<file path="src/rtl/seg_pkg.sv">
// Shared definitions for the segment-scan decoder: glyph codes, glyph decode and FSM states.
package seg_pkg;

  // Active-high segment patterns, bit0=a .. bit6=g
  localparam logic [6:0] SEG_0     = 7'h3F;
  localparam logic [6:0] SEG_1     = 7'h06;
  localparam logic [6:0] SEG_2     = 7'h5B;
  localparam logic [6:0] SEG_3     = 7'h4F;
  localparam logic [6:0] SEG_4     = 7'h66;
  localparam logic [6:0] SEG_5     = 7'h6D;
  localparam logic [6:0] SEG_6     = 7'h7D;
  localparam logic [6:0] SEG_7     = 7'h07;
  localparam logic [6:0] SEG_8     = 7'h7F;
  localparam logic [6:0] SEG_9     = 7'h67;
  localparam logic [6:0] SEG_A     = 7'h77;
  localparam logic [6:0] SEG_B     = 7'h7C;
  localparam logic [6:0] SEG_C     = 7'h39;
  localparam logic [6:0] SEG_D     = 7'h5E;
  localparam logic [6:0] SEG_E     = 7'h79;
  localparam logic [6:0] SEG_F     = 7'h71;
  localparam logic [6:0] SEG_BLANK = 7'h00;

  typedef enum logic {
    SETTLE = 1'b0,
    LOCKED = 1'b1
  } fsm_t;

  // Returns {valid, blank, nibble}; valid=0 marks an undecodable glyph.
  function automatic logic [5:0] seg_to_hex(input logic [6:0] p);
    logic [5:0] r;
    r = 6'b0;
    case (p)
      SEG_0:     r = {2'b10, 4'h0};
      SEG_1:     r = {2'b10, 4'h1};
      SEG_2:     r = {2'b10, 4'h2};
      SEG_3:     r = {2'b10, 4'h3};
      SEG_4:     r = {2'b10, 4'h4};
      SEG_5:     r = {2'b10, 4'h5};
      SEG_6:     r = {2'b10, 4'h6};
      SEG_7:     r = {2'b10, 4'h7};
      SEG_8:     r = {2'b10, 4'h8};
      SEG_9:     r = {2'b10, 4'h9};
      SEG_A:     r = {2'b10, 4'hA};
      SEG_B:     r = {2'b10, 4'hB};
      SEG_C:     r = {2'b10, 4'hC};
      SEG_D:     r = {2'b10, 4'hD};
      SEG_E:     r = {2'b10, 4'hE};
      SEG_F:     r = {2'b10, 4'hF};
      SEG_BLANK: r = {2'b11, 4'h0};
      default:   r = 6'b0;
    endcase
    return r;
  endfunction

endpackage

</file>
<file path="src/rtl/seg_scan_decoder_if.sv">
// Multiplexed active-low display bus: segment lines plus one-hot-low digit selects.
interface seg_scan_decoder_if #(
  parameter int NUM_DIGITS = 4
);
  logic [6:0]            seg_n;
  logic [NUM_DIGITS-1:0] dig_sel_n;

  modport master (output seg_n, output dig_sel_n);
  modport slave  (input  seg_n, input  dig_sel_n);
endinterface

</file>
<file path="src/rtl/seg_stable_filter.sv">
// Registers the display bus and accepts a segment/select pair once it has been
// stable for STABLE_CYCLES samples; a held pair is accepted only once.
module seg_stable_filter
  import seg_pkg::*;
#(
  parameter int NUM_DIGITS    = 4,
  parameter int STABLE_CYCLES = 4
) (
  input  logic                  clk,
  input  logic                  rst,
  input  logic [6:0]            seg_n,
  input  logic [NUM_DIGITS-1:0] dig_sel_n,
  output logic                  accept,
  output logic [6:0]            pattern,
  output logic [2:0]            index
);

  localparam int CW = $clog2(STABLE_CYCLES + 1);
  localparam logic [CW-1:0] STABLE_C = CW'(STABLE_CYCLES);
  localparam logic [CW-1:0] ONE_C    = CW'(1);

  logic [6:0]            seg_reg, seg_prev_reg;
  logic [NUM_DIGITS-1:0] sel_reg, sel_prev_reg;
  logic [CW-1:0]         cnt_reg, cnt_next, cnt_inc;
  fsm_t                  state_reg, state_next;
  logic                  accept_reg, accept_next;
  logic [6:0]            pattern_reg;
  logic [2:0]            index_reg, idx_enc;
  logic                  sel_valid, same;

  always_comb begin
    sel_valid = ($countones(~sel_reg) == 1);
    same      = (seg_reg == seg_prev_reg) && (sel_reg == sel_prev_reg);
    cnt_inc   = (cnt_reg == STABLE_C) ? cnt_reg : cnt_reg + 1'b1;
  end

  always_comb begin
    idx_enc = 3'd0;
    for (int i = 0; i < NUM_DIGITS; i++) begin
      if (!sel_reg[i]) idx_enc = 3'(i);
    end
  end

  always_comb begin
    state_next  = state_reg;
    cnt_next    = cnt_reg;
    accept_next = 1'b0;
    if (!sel_valid) begin
      state_next = SETTLE;
      cnt_next   = '0;
    end else if (!same) begin
      // A fresh sample counts as the first of its run in either state.
      state_next = SETTLE;
      cnt_next   = ONE_C;
      if (ONE_C == STABLE_C) begin
        accept_next = 1'b1;
        state_next  = LOCKED;
      end
    end else begin
      cnt_next = cnt_inc;
      if (state_reg == SETTLE && cnt_inc == STABLE_C) begin
        accept_next = 1'b1;
        state_next  = LOCKED;
      end
    end
  end

  always_ff @(posedge clk) begin
    if (rst) begin
      seg_reg      <= '0;
      sel_reg      <= '0;
      seg_prev_reg <= '0;
      sel_prev_reg <= '0;
      cnt_reg      <= '0;
      state_reg    <= SETTLE;
      accept_reg   <= 1'b0;
      pattern_reg  <= '0;
      index_reg    <= '0;
    end else begin
      seg_reg      <= seg_n;
      sel_reg      <= dig_sel_n;
      seg_prev_reg <= seg_reg;
      sel_prev_reg <= sel_reg;
      cnt_reg      <= cnt_next;
      state_reg    <= state_next;
      accept_reg   <= accept_next;
      if (accept_next) begin
        pattern_reg <= ~seg_reg;
        index_reg   <= idx_enc;
      end
    end
  end

  assign accept  = accept_reg;
  assign pattern = pattern_reg;
  assign index   = index_reg;

endmodule

</file>
<file path="src/rtl/seg_scan_decoder.sv">
// Recovers hex digits from a multiplexed 7-segment bus and publishes one
// complete frame once every digit position has decoded successfully.
module seg_scan_decoder
  import seg_pkg::*;
#(
  parameter int NUM_DIGITS    = 4,
  parameter int STABLE_CYCLES = 4
) (
  input  logic                    clk,
  input  logic                    rst,
  seg_scan_decoder_if.slave       bus,
  output logic [4*NUM_DIGITS-1:0] digits_out,
  output logic [NUM_DIGITS-1:0]   blank_out,
  output logic                    frame_valid,
  output logic                    err,
  output logic [2:0]              err_digit
);

  logic       accept;
  logic [6:0] pattern;
  logic [2:0] index;
  logic [5:0] decode;
  logic       dec_valid, dec_blank;
  logic [3:0] dec_nib;

  logic [4*NUM_DIGITS-1:0] work_dig_reg, work_dig_next;
  logic [NUM_DIGITS-1:0]   work_blank_reg, work_blank_next;
  logic [NUM_DIGITS-1:0]   seen_reg, seen_set, wr;
  logic                    frame_done;

  seg_stable_filter #(
    .NUM_DIGITS   (NUM_DIGITS),
    .STABLE_CYCLES(STABLE_CYCLES)
  ) u_filter (
    .clk      (clk),
    .rst      (rst),
    .seg_n    (bus.seg_n),
    .dig_sel_n(bus.dig_sel_n),
    .accept   (accept),
    .pattern  (pattern),
    .index    (index)
  );

  always_comb begin
    decode    = seg_to_hex(pattern);
    dec_valid = decode[5];
    dec_blank = decode[4];
    dec_nib   = decode[3:0];
  end

  generate
    for (genvar gi = 0; gi < NUM_DIGITS; gi++) begin : g_digit
      assign wr[gi] = accept && dec_valid && (index == 3'(gi));
      assign work_dig_next[4*gi +: 4] = wr[gi] ? dec_nib : work_dig_reg[4*gi +: 4];
      assign work_blank_next[gi]      = wr[gi] ? dec_blank : work_blank_reg[gi];
      assign seen_set[gi]             = seen_reg[gi] | wr[gi];
    end
  endgenerate

  // Completion needs a fresh decode, so re-writing a seen digit never closes a frame by itself.
  assign frame_done = accept && dec_valid && (&seen_set);

  always_ff @(posedge clk) begin
    if (rst) begin
      work_dig_reg   <= '0;
      work_blank_reg <= '0;
      seen_reg       <= '0;
      digits_out     <= '0;
      blank_out      <= '0;
      frame_valid    <= 1'b0;
      err            <= 1'b0;
      err_digit      <= '0;
    end else begin
      work_dig_reg   <= work_dig_next;
      work_blank_reg <= work_blank_next;
      seen_reg       <= frame_done ? '0 : seen_set;
      frame_valid    <= frame_done;
      err            <= accept && !dec_valid;
      if (accept && !dec_valid) err_digit <= index;
      if (frame_done) begin
        digits_out <= work_dig_next;
        blank_out  <= work_blank_next;
      end
    end
  end

endmodule
</file>
<file path="src/flat_wrapper.sv">
// flat-port wrapper written by rule: the top's interface ports become plain ports
module seg_scan_decoder_flat import seg_pkg::*;
#(
  parameter int NUM_DIGITS    = 4,
  parameter int STABLE_CYCLES = 4
)
  (clk, rst, digits_out, blank_out, frame_valid, err, err_digit, bus_seg_n, bus_dig_sel_n);
  seg_scan_decoder_if #(.NUM_DIGITS(NUM_DIGITS)) bus_i ();
  input  logic clk;
  input  logic rst;
  output logic [4*NUM_DIGITS-1:0] digits_out;
  output logic [NUM_DIGITS-1:0] blank_out;
  output logic frame_valid;
  output logic err;
  output logic [2:0] err_digit;
  input wire logic [$bits(bus_i.seg_n)-1:0] bus_seg_n;
  input wire logic [$bits(bus_i.dig_sel_n)-1:0] bus_dig_sel_n;
  assign bus_i.seg_n = bus_seg_n;
  assign bus_i.dig_sel_n = bus_dig_sel_n;
  seg_scan_decoder #(.NUM_DIGITS(NUM_DIGITS), .STABLE_CYCLES(STABLE_CYCLES)) u_core (.clk(clk), .rst(rst), .bus(bus_i), .digits_out(digits_out), .blank_out(blank_out), .frame_valid(frame_valid), .err(err), .err_digit(err_digit));
endmodule
</file>
<file path="config.mk">
export PLATFORM = sky130hd
export DESIGN_NAME = seg_scan_decoder_flat
export DESIGN_NICKNAME = d
export VERILOG_FILES = /design/src/rtl/seg_pkg.sv /design/src/rtl/seg_scan_decoder_if.sv /design/src/rtl/seg_stable_filter.sv /design/src/rtl/seg_scan_decoder.sv /design/src/flat_wrapper.sv
export SDC_FILE = /design/constraint.sdc
export NUM_CORES = 1
export LEC_CHECK = 0
export CORE_ASPECT_RATIO = 1.5
export CORE_UTILIZATION = 52
export DETAILED_ROUTE_END_ITERATION = 10
export GPL_ROUTABILITY_DRIVEN = 0
export GPL_TIMING_DRIVEN = 0
export HOLD_SLACK_MARGIN = 0.1
export PLACE_DENSITY_LB_ADDON = 0.12
export SETUP_SLACK_MARGIN = 0.3
export SLEW_MARGIN = 30
export SYNTH_ARGS = -nofsm -noshare
export SYNTH_HDL_FRONTEND = slang
export SYNTH_HIERARCHICAL = 1
export SYNTH_SLANG_ARGS = --single-unit
</file>
<file path="constraint.sdc">
create_clock -name clk -period 2.5 [get_ports clk]
set_input_delay 0.5 -clock clk [delete_from_list [all_inputs] [get_ports clk]]
set_output_delay 0.5 -clock clk [all_outputs]
set_load 0.01 [all_outputs]
</file>
== After elaboration in Yosys (flattened, before gate mapping) ==
Cells that the tools add are included.

* Input port bits: 13
* Word-level logic and storage cells: 88
* Output and inout bits: 25
* Bits in registers: 86

* Mux-type cells: 17
* Equality and inequality tests: 24
* Reductions and logical operators: 16
* Bitwise gates (word level): 9
* Add/subtract/negate cells: 4

{| class="wikitable"
|+ Operator list
! cell !! count
|-
| $pmux 6 s17 || 1
|-
| $eq 7x7->1 const B || 12
|-
| $mux 4 || 4
|-
| $eq 7x3->1 const B || 2
|-
| $eq 7x6->1 const B || 2
|-
| $logic_and 1x1->1 || 9
|-
| $mux 1 || 9
|-
| $mux 3 || 3
|-
| $eq 7x7->1 || 1
|-
| $logic_not 7->1 || 1
|-
| $not 7->7 || 1
|-
| $eq 3x1->1 const B || 2
|-
| $eq 3x2->1 const B || 2
|-
| $eq 3x3->1 const B || 2
|-
| $add 1x1->2 || 2
|-
| $eq 4x4->1 || 1
|-
| $not 4->4 || 1
|-
| $or 1x1->1 || 4
|-
| $reduce_and 4->1 || 1
|-
| $reduce_or 2->1 || 2
|-
| $add 2x2->3 || 1
|-
| $add 3x1->3 const B || 1
|-
| $logic_not 3->1 || 1
|-
| $not 1->1 || 3
|-
| 2 further kinds || 2
|}

== Depth between registers and ports, before layout ==
* Depth in word-level cells: 8
* Depth in mapped cells: 10
* Mapped depth without buffers: 9

== Modules after synthesis ==
Netlist, hierarchy kept.

{| class="wikitable"
|+ Modules (own cells, without submodules)
! module !! times used !! sequential area each (µm²) !! area an instance (µm²) !! cells each
|-
| seg_scan_decoder || 1 || 980.9 || 2618.8 || 290
|-
| seg_stable_filter || 1 || 720.7 || 1501.4 || 148
|}

== Worst setup path before layout ==
OpenSTA, ideal clock, no wires.

* Path type: reg2reg
* Start point: register u_core.u_filter.pattern_reg[4] (netlist: u_core/u_filter/pattern[4])
* End point: register u_core.blank_out[2]
* Arrival: 2236 ps
* Period minus slack after synthesis: 2359 ps
* Stages on the path, launching flop included: 9
* Library setup time: 123 ps
* Setup slack: 141 ps
* Buffers on the path: 3
* Cells stage by stage: dfxtp_1 buf_4 nor4bb_1 o21a_1 or4_1 buf_4 o31ai_4 buf_6 mux2_1

* Longest elaborated chain between the ends: 7
* Elaborated cells between the ends (all ways): 30
* Classes of those cells: eq/ne: 16; mux: 2; bitwise: 4; reduce/logical: 8

{| class="wikitable"
|+ RTL lines
! item !! line !! text
|-
| start: declaration || seg_stable_filter.sv:27 || <nowiki>logic [6:0] pattern_reg;</nowiki>
|-
| start signal: assignment || seg_stable_filter.sv:88 || <nowiki>pattern_reg <= ~seg_reg;</nowiki>
|-
| $eq 7x7->1 (tied with other cells) || seg_pkg.sv:32 || <nowiki>case (p)</nowiki>
|-
| $pmux 6 s17 (*) || seg_pkg.sv:32 ||
|-
| $logic_and 1x1->1 || seg_scan_decoder.sv:53, seg_scan_decoder.sv:61 ||
|-
| $logic_and 1x1->1 || seg_scan_decoder.sv:53 || <nowiki>assign wr[gi] = accept && dec_valid && (index == 3'(gi));</nowiki>
|-
| $or 1x1->1 || seg_scan_decoder.sv:56 || <nowiki>assign seen_set[gi] = seen_reg[gi] | wr[gi];</nowiki>
|-
| $reduce_and 4->1 || seg_scan_decoder.sv:61 || <nowiki>assign frame_done = accept && dec_valid && (&seen_set);</nowiki>
|-
| $logic_and 1x1->1 || seg_scan_decoder.sv:61 ||
|-
| end signal: assignment || seg_scan_decoder.sv:82 || <nowiki>blank_out <= work_blank_next;</nowiki>
|-
| end: declaration || seg_scan_decoder.sv:13 || <nowiki>output logic [NUM_DIGITS-1:0] blank_out,</nowiki>
|}

Mark *: on every way between the ends. The rest lies on a longest branch, timed or not.
A chain may end at the register's enable or synchronous reset.

== Final worst setup path ==
* Start point: register u_core.u_filter.pattern_reg[4] (netlist: u_core/u_filter/pattern[4])
* End point: register u_core.blank_out[0]

The elaborated chain is that of the path after synthesis.

==> impl_metrics.tcl <==
set metrics [dict create \
    relSlewSlack_pct 39.9 \
    synth-compound-area-share_pct 14.4 \
    post-route-min-period_ns 2.29 \
    yosysSeqAreaShare_pct 41.3 \
    synth_adder_area_share_pct 1.70 \
    yosysWarnings 6 \
    critPathLaunchType "register" \
    synthMuxAreaShare_pct 11.8 \
    synth_cell_types 62 \
    cts.path.max_buffers 2 \
    grt_util_all_layers_pct 26.7 \
    final_area_um2 5490 \
    hold_viol_final 0 \
    initial_core_util_pct 53.8 \
    rows 39 \
    syn_avg_cell_area_um2 9.41 \
    cts.clk_slew.worst_paths_ns 0.06 \
    drive_gt1_share_pct 23.2 \
    die_area_um2 8290 \
    slew_viol_final 0 \
    wl_mm 10.2 \
    reg2reg_slack_ns 0.21 \
    numPortBuffers 37 \
    tightest_slew_ns 0.895 \
    irDropWorstVdd_uv 526 \
    dr_wl_met2_mm 5.72 \
    status "completed" \
    setup_viol 0 \
    first_pass_iters 4 \
    hp-class "register to register" \
    cp_max_fo 10 \
    rsz0062_at_grt "yes" \
    power.total_uw 2990 \
    fin_hold_ws_ns 0.457 \
    drc 0 \
    grt_pass1_wl_mm 16.6 \
    finalCritPeriodShare_pct 91.8 \
    synth_top_family_by_area "simple AND/OR/NAND/NOR gates" \
    place_area_um2 4680 \
    drt_iter0_drc 199 \
    leakage_uw 0.00213 \
    cts_buffers 9 \
    viasPerCell 5.64 \
    num_vias 3513 \
    cp-end-kind "register" \
    cts.root.buffer_cell "clkbuf_16" \
    hpwl_mm 6.73 \
    insertion_delay_ns 0.34 \
    fin_skew_ns 0.00633 \
    syn2layout_area_growth_pct 33.2 \
    die_w_um 74.7 \
    routed.top_layer "met4" \
    synth_seq_cells 85 \
    synthCells 438 \
    synthXorXnorAreaFrac_pct 3.19 \
    drv_cap 0 \
    wirelength_met1_mm 3.58 \
    fmax_mhz 436 \
    grt_pass1_vias 3455 \
    antenna_left 0 \
    pwr_density_cell_nw_per_um2 544 \
    grt_max_degree 14 \
    async_flop_share_pct 0 \
    fp.dieH_um 111 \
    io_pins 38 \
    dr_wl_met3_um 357 \
    synthSimpleGateAreaFrac_pct 21.2 \
    cts_tree "done" \
    syn_area_um2 4120 \
    final_nets 534 \
    synth_ff_type "dfxtp_1" \
    gr-total-overflow 0 \
    syn_nets 456 \
    wl_per_cell_um 16.4 \
    antenna_found_initial 0 \
    worst-endpoint-required_ns 2.73 \
    n_antenna_cell 0 \
    worstPathArrival_ns 2.52 \
    crit_type "register to register" \
    h-tree-depth 3 \
    clkSinkCount 85 \
    coreArea_um2 7660 \
    synth_enable_flop_cells 0 \
]
[cells in the mapped netlist (9+ instances only)]
library cell	number	area share [%]
dfxtp_1	85	41
xnor2_1	14	3.0
o21ai_0	12	1.5
a31oi_1	9	1.4
nor2b_1	25	3.8
mux2i_1	43	10
clkbuf_1	15	1.4
nand2_1	59	5.4
inv_1	15	1.4
nor2_1	25	2.3
nor3b_1	10	1.8
o21a_1	10	1.8
[routing by layer]
metal / vias to the layer above / global-route usage, %
met5: - / 0
met4: 0 / 16.4
met3: 47 / 4.55
met2: 104 / 48.6
met1: 1674 / 26.8
li1: 1688 / -
[per-stage QoR]
| stage | util (%) | setup slack (ns) | TNS (ns) | cells |
|---|---|---|---|---|
| floorplan | - | 0.234 | 0 | 438 |
| global placement | 60.9 | -0.150 | -0.523 | 577 |
| detailed placement | 61.1 | -0.108 | -0.339 | 578 |
| CTS | 69.6 | 0.242 | 0 | 617 |
| global route | 71.6 | 0.140 | 0 | 623 |
| finish | 71.6 | 0.206 | 0 | 623 |
[final timing paths]
path / from / end / cells past startpoint
min: u_core/digits_out[0]$_SDFFE_PP0P_ / u_core/digits_out[0]$_SDFFE_PP0P_ / 2
min reg2reg: u_core/digits_out[0]$_SDFFE_PP0P_ / u_core/digits_out[0]$_SDFFE_PP0P_ / 2
max reg2reg: u_core/u_filter/pattern[4]$_SDFFE_PP0P_ / u_core/blank_out[0]$_SDFFE_PP0P_ / 9
max: u_core/u_filter/pattern[4]$_SDFFE_PP0P_ / u_core/blank_out[0]$_SDFFE_PP0P_ / 9
[cell families (layout without fill, tap and decap cells)]
| logic type | count (synthesis) | after routing |
|---|---|---|
| adders and majority gates | 5 | 5 |
| and+or+nand+nor | 164 | 164 |
| DFF | 85 | 85 |
| buffers and inverters | 48 | 131 |
| AOI/OAI and AO/OA | 72 | 72 |
| xor gates and xnor gates | 15 | 15 |
| muxes | 48 | 48 |
| other | 1 | 1 |
[area by class of cell]
cell class / count / area, um2
Buffer: 32 / 259
Tap cell: 102 / 128
Fill cell: 594 / 2170
Timing Repair Buffer: 67 / 664
Inverter: 16 / 60.1
Clock buffer: 11 / 233
Clock inverter: 5 / 75.1
Multi-Input combinational cell: 305 / 2350
Sequential cell: 85 / 1720
[power breakdown]
part / internal [uW] / switching, uW
Sequential: 1370 / 12.9
Combinational: 95.4 / 109
Clock: 870 / 529
Total: 2340 / 651
[worst max-delay path, stage by stage, from the launching register on]
cell and delay [ns]:
dfxtp_2 0.34, buf_6 0.14, nand4_1 0.15, o32ai_2 0.10, or4_1 0.53, buf_6 0.16
o31ai_4 0.18, buf_6 0.17, buf_6 0.12, mux2_4 0.29
[layout by cell type, fill, tap and decap left out, types with 15 or more instances in the layout]
master           instances
mux2i_1                 43
buf_4                   22
dfxtp_1                 75
nand2_1                 56
inv_1                   15
nor2b_1                 25
nor2_1                  22
clkdlybuf4s50_1         37
buf_6                   15
[timing repair]
action,4_1_cts,5_1_grt
setup buffers,19,6
endpoints found under the setup margin,58,57
pin swaps,11,14
hold buffers,0,0
gates resized for setup,44,22
cloned,4,0
Note: power is estimated with default switching activity, not from simulation.
